--- config.mk ---
export PLATFORM = sky130hd
export DESIGN_NAME = keypad_debounce
export DESIGN_NICKNAME = d
export VERILOG_FILES = /design/src/rtl/keypad_pkg.sv /design/src/rtl/keypad_debounce_sync2.sv /design/src/rtl/keypad_debounce.sv
export SDC_FILE = /design/constraint.sdc
export NUM_CORES = 1
export LEC_CHECK = 0
export BUFFER_PORTS_ARGS = -buffer_cell sky130_fd_sc_hd__buf_2
export CAP_MARGIN = 0
export CORE_ASPECT_RATIO = 1.4
export CORE_UTILIZATION = 35
export CTS_BUF_LIST = sky130_fd_sc_hd__clkbuf_4
export DETAILED_ROUTE_END_ITERATION = 7
export PLACE_DENSITY = 0.48
export SLEW_MARGIN = 20
export SYNTH_ARGS = -nofsm -noshare
export SYNTH_HDL_FRONTEND = slang
export SYNTH_HIERARCHICAL = 1
export SYNTH_SLANG_ARGS = --single-unit
--- constraint.sdc ---
create_clock -name i_clk -period 3.62 [get_ports i_clk]
set_input_delay 0.724 -clock i_clk [delete_from_list [all_inputs] [get_ports i_clk]]
set_output_delay 0.724 -clock i_clk [all_outputs]
set_load 0.005 [all_outputs]
--- src/rtl/keypad_pkg.sv ---
// keypad_pkg: FSM states, settle window and key-map helpers for the keypad debouncer
package keypad_pkg;
    typedef enum logic [1:0] {IDLE, DEBOUNCE, HELD, RELEASE} state_t;
    typedef struct packed {
        logic       valid;
        logic [1:0] idx;
    } idx_t;
    localparam int SETTLE_CYCLES = 3;
    // Nibble {row, col} of this constant holds the hex code printed on that key
    localparam logic [63:0] KEY_MAP = 64'hDF0E_C987_B654_A321;
    function automatic logic [1:0] lowest_idx(input logic [3:0] v);
        return v[0] ? 2'd0 : v[1] ? 2'd1 : v[2] ? 2'd2 : 2'd3;
    endfunction
    function automatic idx_t onehot_idx(input logic [3:0] v);
        idx_t r;
        r.valid = (v != 4'd0) && ((v & (v - 4'd1)) == 4'd0);
        r.idx   = lowest_idx(v);
        return r;
    endfunction
    function automatic logic [3:0] key_lookup(input logic [1:0] row_idx, input logic [1:0] col_idx);
        return KEY_MAP[{row_idx, col_idx, 2'b00} +: 4];
    endfunction
endpackage

--- src/rtl/keypad_debounce_sync2.sv ---
// sync2: two-flop synchronizer for asynchronous inputs, cleared to 0 on reset
module sync2 #(
    parameter int W = 4
) (
    input  logic         i_clk,
    input  logic         i_reset,
    input  logic [W-1:0] i_d,
    output logic [W-1:0] o_q
);
    logic [W-1:0] r_s1;
    logic [W-1:0] r_s2;
    always_ff @(posedge i_clk or posedge i_reset) begin
        if (i_reset) begin
            r_s1 <= '0;
            r_s2 <= '0;
        end else begin
            r_s1 <= i_d;
            r_s2 <= r_s1;
        end
    end
    assign o_q = r_s2;
endmodule

--- src/rtl/keypad_debounce.sv ---
// keypad_debounce: paces the row scanner, debounces key press/release, emits hex key codes
module keypad_debounce
    import keypad_pkg::*;
#(
    parameter int SCAN_DIV        = 1000,
    parameter int DEBOUNCE_CYCLES = 20000
) (
    input  logic       i_clk,
    input  logic       i_reset,
    input  logic [3:0] i_row,
    input  logic [3:0] i_col,
    output logic       o_scan_en,
    output logic       o_press,
    output logic [3:0] o_key,
    output logic       o_key_valid
);
    localparam int SW = $clog2(SCAN_DIV);
    localparam int DW = $clog2(DEBOUNCE_CYCLES);
    localparam logic [SW-1:0] SCAN_MAX = SW'(SCAN_DIV - 1);
    localparam logic [SW-1:0] SETTLE   = SW'(SETTLE_CYCLES);
    localparam logic [DW-1:0] DEB_MAX  = DW'(DEBOUNCE_CYCLES - 1);
    logic [3:0]    w_col_s;
    idx_t          w_row;
    logic [1:0]    w_col_idx;
    logic          w_det;
    logic          w_bit;
    logic          w_capture;
    logic          w_accept;
    state_t        r_state;
    state_t        w_state_n;
    logic [SW-1:0] r_scnt;
    logic [SW-1:0] w_scnt_n;
    logic [DW-1:0] r_dcnt;
    logic [DW-1:0] w_dcnt_n;
    logic [1:0]    r_col_idx;
    logic [3:0]    r_pend;
    logic [3:0]    r_key;
    logic          r_key_valid;
    logic          r_press;
    logic          r_scan_en;
    sync2 #(.W(4)) u_col_sync (
        .i_clk   (i_clk),
        .i_reset (i_reset),
        .i_d     (i_col),
        .o_q     (w_col_s)
    );
    assign w_row     = onehot_idx(i_row);
    assign w_col_idx = lowest_idx(w_col_s);
    assign w_bit     = w_col_s[r_col_idx];
    // The first few cycles after a row step are skipped so a stale column from the previous row cannot match
    assign w_det     = w_row.valid && (r_scnt >= SETTLE) && (w_col_s != 4'd0);
    always_comb begin
        w_state_n = r_state;
        w_scnt_n  = '0;
        w_dcnt_n  = r_dcnt;
        w_capture = 1'b0;
        w_accept  = 1'b0;
        case (r_state)
            IDLE: begin
                w_scnt_n = (r_scnt == SCAN_MAX) ? '0 : r_scnt + 1'b1;
                if (w_det) begin
                    w_state_n = DEBOUNCE;
                    w_scnt_n  = '0;
                    w_dcnt_n  = '0;
                    w_capture = 1'b1;
                end
            end
            DEBOUNCE: begin
                if (!w_bit) w_state_n = IDLE;
                else if (r_dcnt == DEB_MAX) begin
                    w_state_n = HELD;
                    w_accept  = 1'b1;
                end else w_dcnt_n = r_dcnt + 1'b1;
            end
            HELD: begin
                if (!w_bit) begin
                    w_state_n = RELEASE;
                    w_dcnt_n  = '0;
                end
            end
            RELEASE: begin
                if (w_bit) w_state_n = HELD;
                else if (r_dcnt == DEB_MAX) w_state_n = IDLE;
                else w_dcnt_n = r_dcnt + 1'b1;
            end
            default: w_state_n = IDLE;
        endcase
    end
    always_ff @(posedge i_clk or posedge i_reset) begin
        if (i_reset) begin
            r_state     <= IDLE;
            r_scnt      <= '0;
            r_dcnt      <= '0;
            r_col_idx   <= '0;
            r_pend      <= '0;
            r_key       <= '0;
            r_key_valid <= 1'b0;
            r_press     <= 1'b0;
            r_scan_en   <= 1'b0;
        end else begin
            r_state     <= w_state_n;
            r_scnt      <= w_scnt_n;
            r_dcnt      <= w_dcnt_n;
            r_press     <= (w_state_n != IDLE);
            r_scan_en   <= (w_state_n == IDLE) && (w_scnt_n == SCAN_MAX);
            r_key_valid <= w_accept;
            if (w_accept) r_key <= r_pend;
            if (w_capture) begin
                r_col_idx <= w_col_idx;
                r_pend    <= key_lookup(w_row.idx, w_col_idx);
            end
        end
    end
    assign o_scan_en   = r_scan_en;
    assign o_press     = r_press;
    assign o_key       = r_key;
    assign o_key_valid = r_key_valid;
endmodule
-- After elaboration in Yosys (flattened, before gate mapping)
Index checks and enable logic that the tools add are counted.
Widths: inputs -> output; s select.
- bits of input ports: 10
- register bits: 48
- logic and storage cells: 68
- reductions and logical operators: 11
- equal/unequal tests: 10
- mux-type cells: 29
- $lt $le $gt $ge: 2
- bitwise operators: 1
- shift operators: 1
- $add $sub $neg: 3
- operators by type and width (cell ; number):
    $mux 15 ; 5
    $shiftx 64x7->4 const A ; 1
    $pmux 15 s4 ; 1
    $mux 10 ; 3
    $eq 10x10->1 const B ; 2
    $mux 2 ; 10
    $add 15x1->15 const B ; 1
    $eq 15x15->1 const B ; 1
    $add 10x1->10 const B ; 1
    $ge 10x2->1 const B ; 1
    $mux 1 ; 8
    $ne 2x2->1 const B ; 4
    $pmux 2 s4 ; 1
    $reduce_bool 4->1 ; 2
    $and 4x4->4 ; 1
    $eq 2x2->1 const B ; 2
    $logic_and 1x1->1 ; 4
    $logic_not 2->1 ; 2
    $logic_not 4->1 ; 1
    $reduce_and 4->1 ; 1
    $sub 4x1->4 const B ; 1
    $lt 2x3->1 const B ; 1
    $bmux 1 s2 ; 1
    $eq 2x1->1 const B ; 1
    $reduce_bool 2->1 ; 1

-- Logic depth before layout (Yosys ltp)
Gate-level depths: netlist of run 1.
- depth in word-level cells: 10
- gate-level depth with buffers: 8
- gate-level depth less buffers: 8

-- By module
Netlist of run 1, hierarchy kept.
- by module, submodules not included (module ; cells each ; area an instance (sq um) ; times used):
    keypad_debounce ; 263 ; 2406.1 ; 1
    sync2 ; 9 ; 203.9 ; 1

-- Worst setup path before layout of run 1
OpenSTA, ideal clock, no wires.
- path type: input -> register
- start: input port i_row[1]
- end: register r_dcnt[4]
- data arrival time: 2292 ps
- required time: 3496 ps
- path slack: 1204 ps
- stages: 6
- buffers on the path: 1
- cells stage by stage: buf_2 -> o31ai_2 -> o311ai_1 -> o31ai_1 -> nand2_1 -> a211o_1
- word-level cells in the longest chain between the ends: 8
- RTL lines (element ; RTL line ; RTL):
    start, declared ; keypad_debounce.sv:10 ; input logic [3:0] i_row,
    $sub 4x1->4 ; keypad_pkg.sv:16 ; r.valid = (v != 4'd0) && ((v & (v - 4'd1)) == 4'd0);
    $and 4x4->4 ; keypad_pkg.sv:16 ;
    $logic_not 4->1 ; keypad_pkg.sv:16 ;
    $logic_and 1x1->1 * ; keypad_pkg.sv:16 ;
    $logic_and 1x1->1 * (2 in series) ; keypad_debounce.sv:51 ; assign w_det = w_row.valid && (r_scnt >= SETTLE) && (w_col_s != 4'd0);
    $ne 2x2->1 (no source line) * ; -- ;
    $reduce_and 4->1 (no source line) * ; -- ;
    end signal, assigned ; keypad_debounce.sv:103 ; r_dcnt <= w_dcnt_n;
    end, declared ; keypad_debounce.sv:33 ; logic [DW-1:0] r_dcnt;
Mark *: on every way between the ends. The rest lies on a longest branch, timed or not.
A chain may end at the register's enable or synchronous reset.

-- Final worst setup path of run 1
- start: register r_state[0]
- end: register r_key[0], in the netlist o_key[0]
- word-level cells in the longest chain between the ends: 2
- RTL lines (element ; RTL line ; RTL):
    start, declared ; keypad_debounce.sv:29 ; state_t r_state;
    start signal, assigned ; keypad_debounce.sv:101 ; r_state <= w_state_n;
    $eq 2x1->1 ; keypad_debounce.sv:58 ; case (r_state)
    $mux 1 ; keypad_debounce.sv:58 ;
    end signal, assigned ; keypad_debounce.sv:107 ; if (w_accept) r_key <= r_pend;
    end, declared ; keypad_debounce.sv:37 ; logic [3:0] r_key;
No other way between the ends.

==> results of run 1 <==
## worst max path at each step
stage	slack [ns]	depth (start not counted)	to	start
2_1_floorplan	1.20	6	r_dcnt[4]	i_row[1]
6_report	1.20	5	o_key[0]	r_state[0]
4_1_cts	1.18	5	o_key[0]	r_state[0]
3_3_place_gp	1.02	6	r_dcnt[9]	i_row[1]
5_1_grt	1.0	5	o_key[3]	r_state[0]
3_5_place_dp	0.96	6	r_dcnt[9]	i_row[1]
## registers in the layout, indices dropped and copies added, names as in the netlist, 2 cells and up
register and count:
r_pend 4, r_dcnt 15, u_col_sync/r_s1 4, r_col_idx 2
o_key 4, r_scnt 10, r_state 2, u_col_sync/o_q 4
## worst register-to-register path, stage by stage, from the launching register on
cell and delay, ns:
dfrtp_1 0.70, or4bb_1 0.51, nor4_4 0.38, nand2_1 0.16, nor2_2 0.22, mux2_2 0.36
## routing by layer
layer | routed length (µm) | GRT usage | up-vias
li1 | - | - | 1013
met1 | 2603 | 0.2020 | 1000
met5 | 0 | 0 | -
met2 | 2907 | 0.2696 | 31
met4 | 113 | 0.05256 | 0
met3 | 110 | 0.02907 | 11
## layout make-up
cell class | instances | share of cell area
repair buffers | 19 | 0.03604
inverters | 13 | 0.01714
multi-input cells | 196 | 0.4536
well taps | 95 | 0.04176
flip-flops and latches | 48 | 0.4220
clock buffers | 5 | 0.01319
clock inverters | 3 | 0.01626
## per-stage QoR
stage | worst slack, ns | hold slack (ns) | util
CTS | 1.181 | 0.2669 | 0.4025
detailed placement | 0.9635 | 0.3389 | 0.3907
finish | 1.200 | 0.2799 | 0.4025
global placement | 1.017 | 0.3343 | 0.3907
global route | 0.9979 | 0.2789 | 0.4025
floorplan | 1.204 | 0.3312 | -
## synthesized netlist by cell type (all sizes together) (4+ instances only)
master | n | share of area
nor2 | 19 | 0.029
nand2 | 26 | 0.037
mux2 | 5 | 0.023
a21oi | 12 | 0.023
nor3 | 8 | 0.017
nand3 | 15 | 0.029
nand4 | 10 | 0.024
ha | 6 | 0.029
xnor2 | 4 | 0.013
nor4 | 4 | 0.015
and3 | 7 | 0.017
clkbuf | 10 | 0.014
dfrtp | 48 | 0.46
o31ai | 8 | 0.025
buf | 5 | 0.012
inv | 13 | 0.019
o21ai | 14 | 0.027
a22o | 5 | 0.017
## logic make-up after synthesis
logic type	share of synthesized area
simple gates	0.2488
compound gates	0.1582
flops	0.4602
buf+inv	0.04507
xor+xnor	0.02349
mux	0.03547
fa+ha+maj	0.02876
## power groups by stage
stage / Sequential [µW] / Combinational [µW] / Clock (µW)
5_1_grt: 783 / 533 / 371
4_1_cts: 761 / 479 / 355
2_1_floorplan: 713 / 387 / 0
3_5_place_dp: 772 / 478 / 0
3_3_place_gp: 771 / 472 / 0
6_report: 762 / 469 / 334
==> impl_metrics.py, run 1 <==
metrics = {
    "critical_path": {
        "regToRegEndpoint": "o_key[0]",
        "crit_fanout": 17,
        "critPathTopFamily": "simple AND/OR/NAND/NOR gates",
        "critical_path_class": "reg -> reg",
        "crit_path_cell_trace": "or4bb_1 -> nor4_4 -> nand2_1 -> nor2_2 -> mux2_2",
        "timing.critical_path.buf_inv": 0,
        "rr_startpoint": "r_state[0]",
        "worstPathArrival_ns": 2.69,
        "worst_path_largest_cell_delay_ns": 0.70,
        "crit_required_ns": 3.89,
        "timing.critical_path.slowest_stage_cell": "dfrtp_1",
        "worst-r2r-setup-slack_ns": 1.20,
        "endpoint_kind": "flip-flop",
        "r2r_cells": 5,
        "timing.critical_path.from_type": "flip-flop",
    },
    "global_routing": {
        "grt_usage": 0.1603,
        "wire_length_of_the_first_global_routing_pass_um": 9666,
        "via_count_of_the_first_global_routing_pass": 2007,
        "largest_net_degree_at_the_start_of_global_routing": 22,
        "initial_antenna_violation_count": 0,
        "overflow": 0,
    },
    "timing": {
        "slew_headroom": 0.4803,
        "final.min_clock_period_ns": 2.420,
        "setup_repair_after_global_routing_missed_its_margin": "false",
        "fin_skew_ns": 0.01592,
        "tns_ns": 0,
        "worst_slew_pin_slew_ns": 0.7748,
        "final_hold_viol_count": 0,
        "finalMaxSlewViolations": 0,
        "fin_crit_sh": 0.6685,
        "max_freq_mhz": 413.2,
        "setup_viol_count_final": 0,
    },
    "place": {
        "place_hpwl_um": 4300,
        "postPlaceCellArea_mm2": 0.002763,
        "numPlacedInstances": 371,
        "place.gp.congestion": 0.8079,
        "io_buffers": 16,
    },
    "routing": {
        "drt_iter0_drc": 97,
        "firstDrtPassIters": 4,
        "avgRoutedWirePerCell_um": 15.13,
        "final_antenna_net_count": 0,
        "postRouteWirelength_um": 5735,
        "dr_total_vias": 2055,
        "viasPerCell": 5.422,
        "drt_drc_violations_left": 0,
    },
    "clock_network": {
        "clkTransAtPathRegs_ns": 0.16,
        "number_of_h_tree_levels": 2,
        "tritoncts_clock_tree": "done",
        "cts.sinks": 48,
        "post_cts.repair.setup_buffers": 0,
        "clk_latency_ns": 0.37,
        "clock_buffer_count_from_cts": 5,
        "post_cts.resized_instances": 0,
        "ctsLongestPathBuffers": 2,
        "clockRootBuffer": "clkbuf_4",
        "ctsHoldBuffers": 0,
    },
    "logic_synthesis": {
        "postSynthRegisterBits": 48,
        "synth_warnings": 6,
        "synthesis.area_mm2": 0.002610,
        "synth_top_flop_cell": "dfrtp_1",
        "synth_enable_flop_cells": 0,
        "synth_cells": 272,
        "synth-seq-area-share": 0.4602,
        "syn_area_per_cell_um2": 9.596,
        "synth_nets": 288,
        "synthArstFlopShare": 1.000,
        "number_of_distinct_library_cells_after_synthesis": 56,
    },
    "power": {
        "combinationalPowerShare": 0.300,
        "cell_pwr_density_mw_per_mm2": 549.8,
        "power_switching_share": 0.3822,
        "power_leakage_uw": 0.001221,
        "net-switching-power_uw": 598.2,
        "internal_power_uw": 966.9,
        "clock_power_share": 0.213,
        "worst_voltage_drop_across_the_vdd_grid_mv": 0.1974,
        "power.sequential.fraction": 0.487,
        "power_uw": 1565,
    },
    "job": {
        "cap_viol_max_count": 0,
    },
    "floorplanning": {
        "initial_core_util": 0.3691,
        "chipWidth_um": 74.99,
        "floorplan.core_area_mm2": 0.007072,
        "pin_count": 17,
        "die-area_mm2": 0.007812,
        "die_h_um": 104.2,
        "placementRows": 36,
    },
    "layout": {
        "seq_area_mm2": 0.001201,
        "n_fill_cell": 714,
        "drive_above_1_share": 0.1444,
        "number_of_standard_cells_in_the_layout_taps_in_and_fillers_out": 379,
        "most-common-layout-cells": "48 x dfrtp_1, 26 x nand2_1, 17 x nor2_1, 16 x buf_2, 15 x nand3_1",
        "mostFrequentLayoutCell": "dfrtp_1",
        "antenna_cells": 0,
        "finalNetCount": 299,
        "postLayoutCellArea_mm2": 0.002846,
        "area_delta_synth_final_pct": 9.060,
        "area_used_by_multi_input_combinational_logic_mm2": 0.001291,
    },
    "run_status": {
        "run_status": "finished, final reports clean",
    },
    "min_path": {
        "kind_of_path_behind_the_tightest_hold_check": "in -> async",
    },
}
No activity file was read; power rests on OpenSTA's default activity.
==> run 2, diff against run 1 <==
ABC_AREA = 1   (was unset)
clock period = 2.4 ns   (was 3.62 ns; I/O delays follow)
==> run 2 against run 1 <==
Net effect: synthesized area is 3.7% higher; largest power group unchanged; total power is 27% higher; combinational power is 29% higher.
==> impl_metrics.py, run 2 <==
metrics = {
    "run_status": {
        "run_status": "finished, final reports clean",
    },
    "layout": {
        "finalNetCount": 394,
        "regMostFlops": "r_dcnt",
        "number_of_standard_cells_in_the_layout_taps_in_and_fillers_out": 476,
        "drive_above_1_share": 0.09235,
        "biggestRegsByFlops": "r_dcnt x15, r_scnt x10",
        "area_delta_synth_final_pct": 7.440,
        "largest_register_ff_count": 15,
        "antenna_cells": 0,
        "mostFrequentLayoutCell": "nand2_1",
        "most-common-layout-cells": "108 x nand2_1, 55 x nor2_1, 48 x dfrtp_1, 41 x inv_1, 34 x nand3_1",
    },
    "global_routing": {
        "via_count_of_the_first_global_routing_pass": 2227,
        "initial_antenna_violation_count": 0,
        "overflow": 0,
        "wire_length_of_the_first_global_routing_pass_um": 9942,
        "grt_usage": 0.1524,
        "largest_net_degree_at_the_start_of_global_routing": 41,
    },
    "timing": {
        "setup_repair_after_global_routing_missed_its_margin": "false",
        "final.min_clock_period_ns": 1.900,
        "slew_headroom": 0.6540,
        "fin_crit_sh": 0.7915,
        "worst_slew_pin_slew_ns": 0.5190,
        "max_freq_mhz": 526.4,
        "final_hold_viol_count": 0,
        "tns_ns": 0,
        "fin_skew_ns": 0.02293,
        "setup_viol_count_final": 0,
        "finalMaxSlewViolations": 0,
    },
    "critical_path": {
        "crit_required_ns": 2.65,
        "r2r_cells": 8,
        "worstPathArrival_ns": 2.15,
        "critical_path_class": "reg -> reg",
        "timing.critical_path.buf_inv": 0,
        "crit_fanout": 17,
        "crit_cells": 8,
        "worst-r2r-setup-slack_ns": 0.50,
        "regToRegEndpoint": "r_dcnt[1]",
        "crit_path_cell_trace": "ha_1 -> nand3_2 -> nor3_2 -> nand2_2 -> nand3_4 -> nand2_4 -> nand2_1 -> nand2_1",
        "rr_startpoint": "r_dcnt[0]",
        "critPathTopFamily": "simple AND/OR/NAND/NOR gates",
        "worst_path_largest_cell_delay_ns": 0.46,
        "critPathMostFrequentCell": "nand2_1",
        "timing.critical_path.slowest_stage_cell": "dfrtp_1",
        "endpoint_kind": "flip-flop",
        "timing.critical_path.from_type": "flip-flop",
    },
    "floorplanning": {
        "chipWidth_um": 76.34,
        "floorplan.core_area_mm2": 0.007407,
        "pin_count": 17,
        "initial_core_util": 0.3655,
        "die-area_mm2": 0.008097,
        "placementRows": 37,
        "die_h_um": 106.1,
    },
    "clock_network": {
        "post_cts.resized_instances": 0,
        "number_of_h_tree_levels": 2,
        "tritoncts_clock_tree": "done",
        "clockRootBuffer": "clkbuf_4",
        "post_cts.repair.setup_buffers": 0,
        "clk_latency_ns": 0.36,
        "clkTransAtPathRegs_ns": 0.16,
        "cts.sinks": 48,
        "clock_buffer_count_from_cts": 5,
        "ctsHoldBuffers": 0,
        "ctsLongestPathBuffers": 2,
    },
    "place": {
        "io_buffers": 16,
        "place.gp.congestion": 0.8574,
        "place_hpwl_um": 4093,
        "numPlacedInstances": 468,
    },
    "logic_synthesis": {
        "synth_top_flop_cell": "dfrtp_1",
        "synth_nets": 377,
        "syn_area_per_cell_um2": 7.500,
        "synth_enable_flop_cells": 0,
        "synth-seq-area-share": 0.4436,
        "number_of_distinct_library_cells_after_synthesis": 30,
        "most_repeated_cell_in_the_gate_level_netlist_after_synthesis": "nand2_1",
        "synth_top_cells_by_area": "dfrtp_1 44%, nand2_1 15%, nor2_1 7.6%",
        "synth.top_cell.area_share": 0.4436,
        "synth_common_cells": "108 x nand2_1, 55 x nor2_1, 48 x dfrtp_1, 41 x inv_1, 34 x nand3_1",
        "synth_cells": 361,
        "post-synth-top-area-cell": "dfrtp_1",
        "synthesis.area_mm2": 0.002708,
        "postSynthRegisterBits": 48,
        "synth_warnings": 6,
        "synthArstFlopShare": 1.000,
    },
    "routing": {
        "avgRoutedWirePerCell_um": 11.70,
        "postRouteWirelength_um": 5570,
        "dr_total_vias": 2240,
        "drt_iter0_drc": 136,
        "viasPerCell": 4.706,
        "drt_drc_violations_left": 0,
        "firstDrtPassIters": 4,
        "final_antenna_net_count": 0,
    },
    "job": {
        "cap_viol_max_count": 0,
    },
    "power": {
        "power_leakage_uw": 0.001433,
        "worst_voltage_drop_across_the_vdd_grid_mv": 0.2730,
        "cell_pwr_density_mw_per_mm2": 683.8,
    },
    "min_path": {
        "kind_of_path_behind_the_tightest_hold_check": "in -> async",
    },
}
==> run 2: cell types whose count changed after synthesis, moves of 4 or more <==
| cell | change |
|---|---|
| nand2_1 | +82 |
| nor2_1 | +38 |
| inv_1 | +28 |
| nand3_1 | +19 |
| clkbuf_1 | -9 |
| a21oi_1 | -8 |
| xor2_1 | +8 |
| and3_1 | -7 |
| o31ai_1 | -7 |
| a22o_1 | -5 |
| mux2_2 | -4 |
==> run 2: worst max path at each step <==
stage	start	endpoint	slack [ns]
2_1_floorplan	r_dcnt[0]	r_dcnt[3]	0.87
3_3_place_gp	i_row[0]	r_dcnt[13]	0.52
3_5_place_dp	i_row[0]	r_dcnt[1]	0.48
4_1_cts	r_dcnt[0]	r_dcnt[1]	0.51
5_1_grt	r_scnt[0]	r_dcnt[1]	0.30
6_report	r_dcnt[0]	r_dcnt[1]	0.50
==> run 2: power by group <==
group | switching (µW) | internal (µW)
sequential | 94.1 | 912
clock | 262 | 114
combinational | 438 | 168
==> run 2: area by class of cell <==
type / count / area, µm²
timing repair buffer: 18 / 95.09
multi-input combinational: 264 / 1282
fill: 802 / 4498
sequential: 48 / 1201
clock inverter: 3 / 17.52
tap: 97 / 121.4
clock buffer: 5 / 37.54
inverter: 41 / 153.9
==> run 2: layer usage <==
layer	vias to the layer above	track usage	part of all wire
met5	-	0	0
met4	0	0.04533	0.0097
met2	23	0.2748	0.52
li1	1175	-	-
met1	1038	0.1857	0.45
met3	4	0.02318	0.018
==> run 2: worst reg2reg max path, stage by stage, from the launching register on <==
cell and delay [ns]:
dfrtp_1 0.46, ha_1 0.23, nand3_2 0.13, nor3_2 0.28, nand2_2 0.13, nand3_4 0.22
nand2_4 0.19, nand2_1 0.10, nand2_1 0.05
==> run 2: cell families after synthesis <==
group	after synthesis	share of synthesized area
buffers and inverters	49	0.08272
AND/OR/NAND/NOR	224	0.3651
AO/OA/AOI/OAI	22	0.04205
adder cells (fa/ha/maj)	6	0.02773
XOR/XNOR	12	0.03882
flip-flops	48	0.4436
==> run 2: metrics by stage <==
step,total power (µW),cell area (µm²),util,hold WS (ns),setup WS (ns)
final,1989,2909,0.3927,0.04831,0.5004
after global routing,2165,2909,0.3927,0.03579,0.2966
after CTS,2033,2909,0.3927,0.02351,0.5143
after detailed placement,1641,2854,0.3853,0.3347,0.4828
after global placement,1646,2854,0.3853,0.3314,0.5207
after floorplan,1526,2708,-,0.2957,0.8655
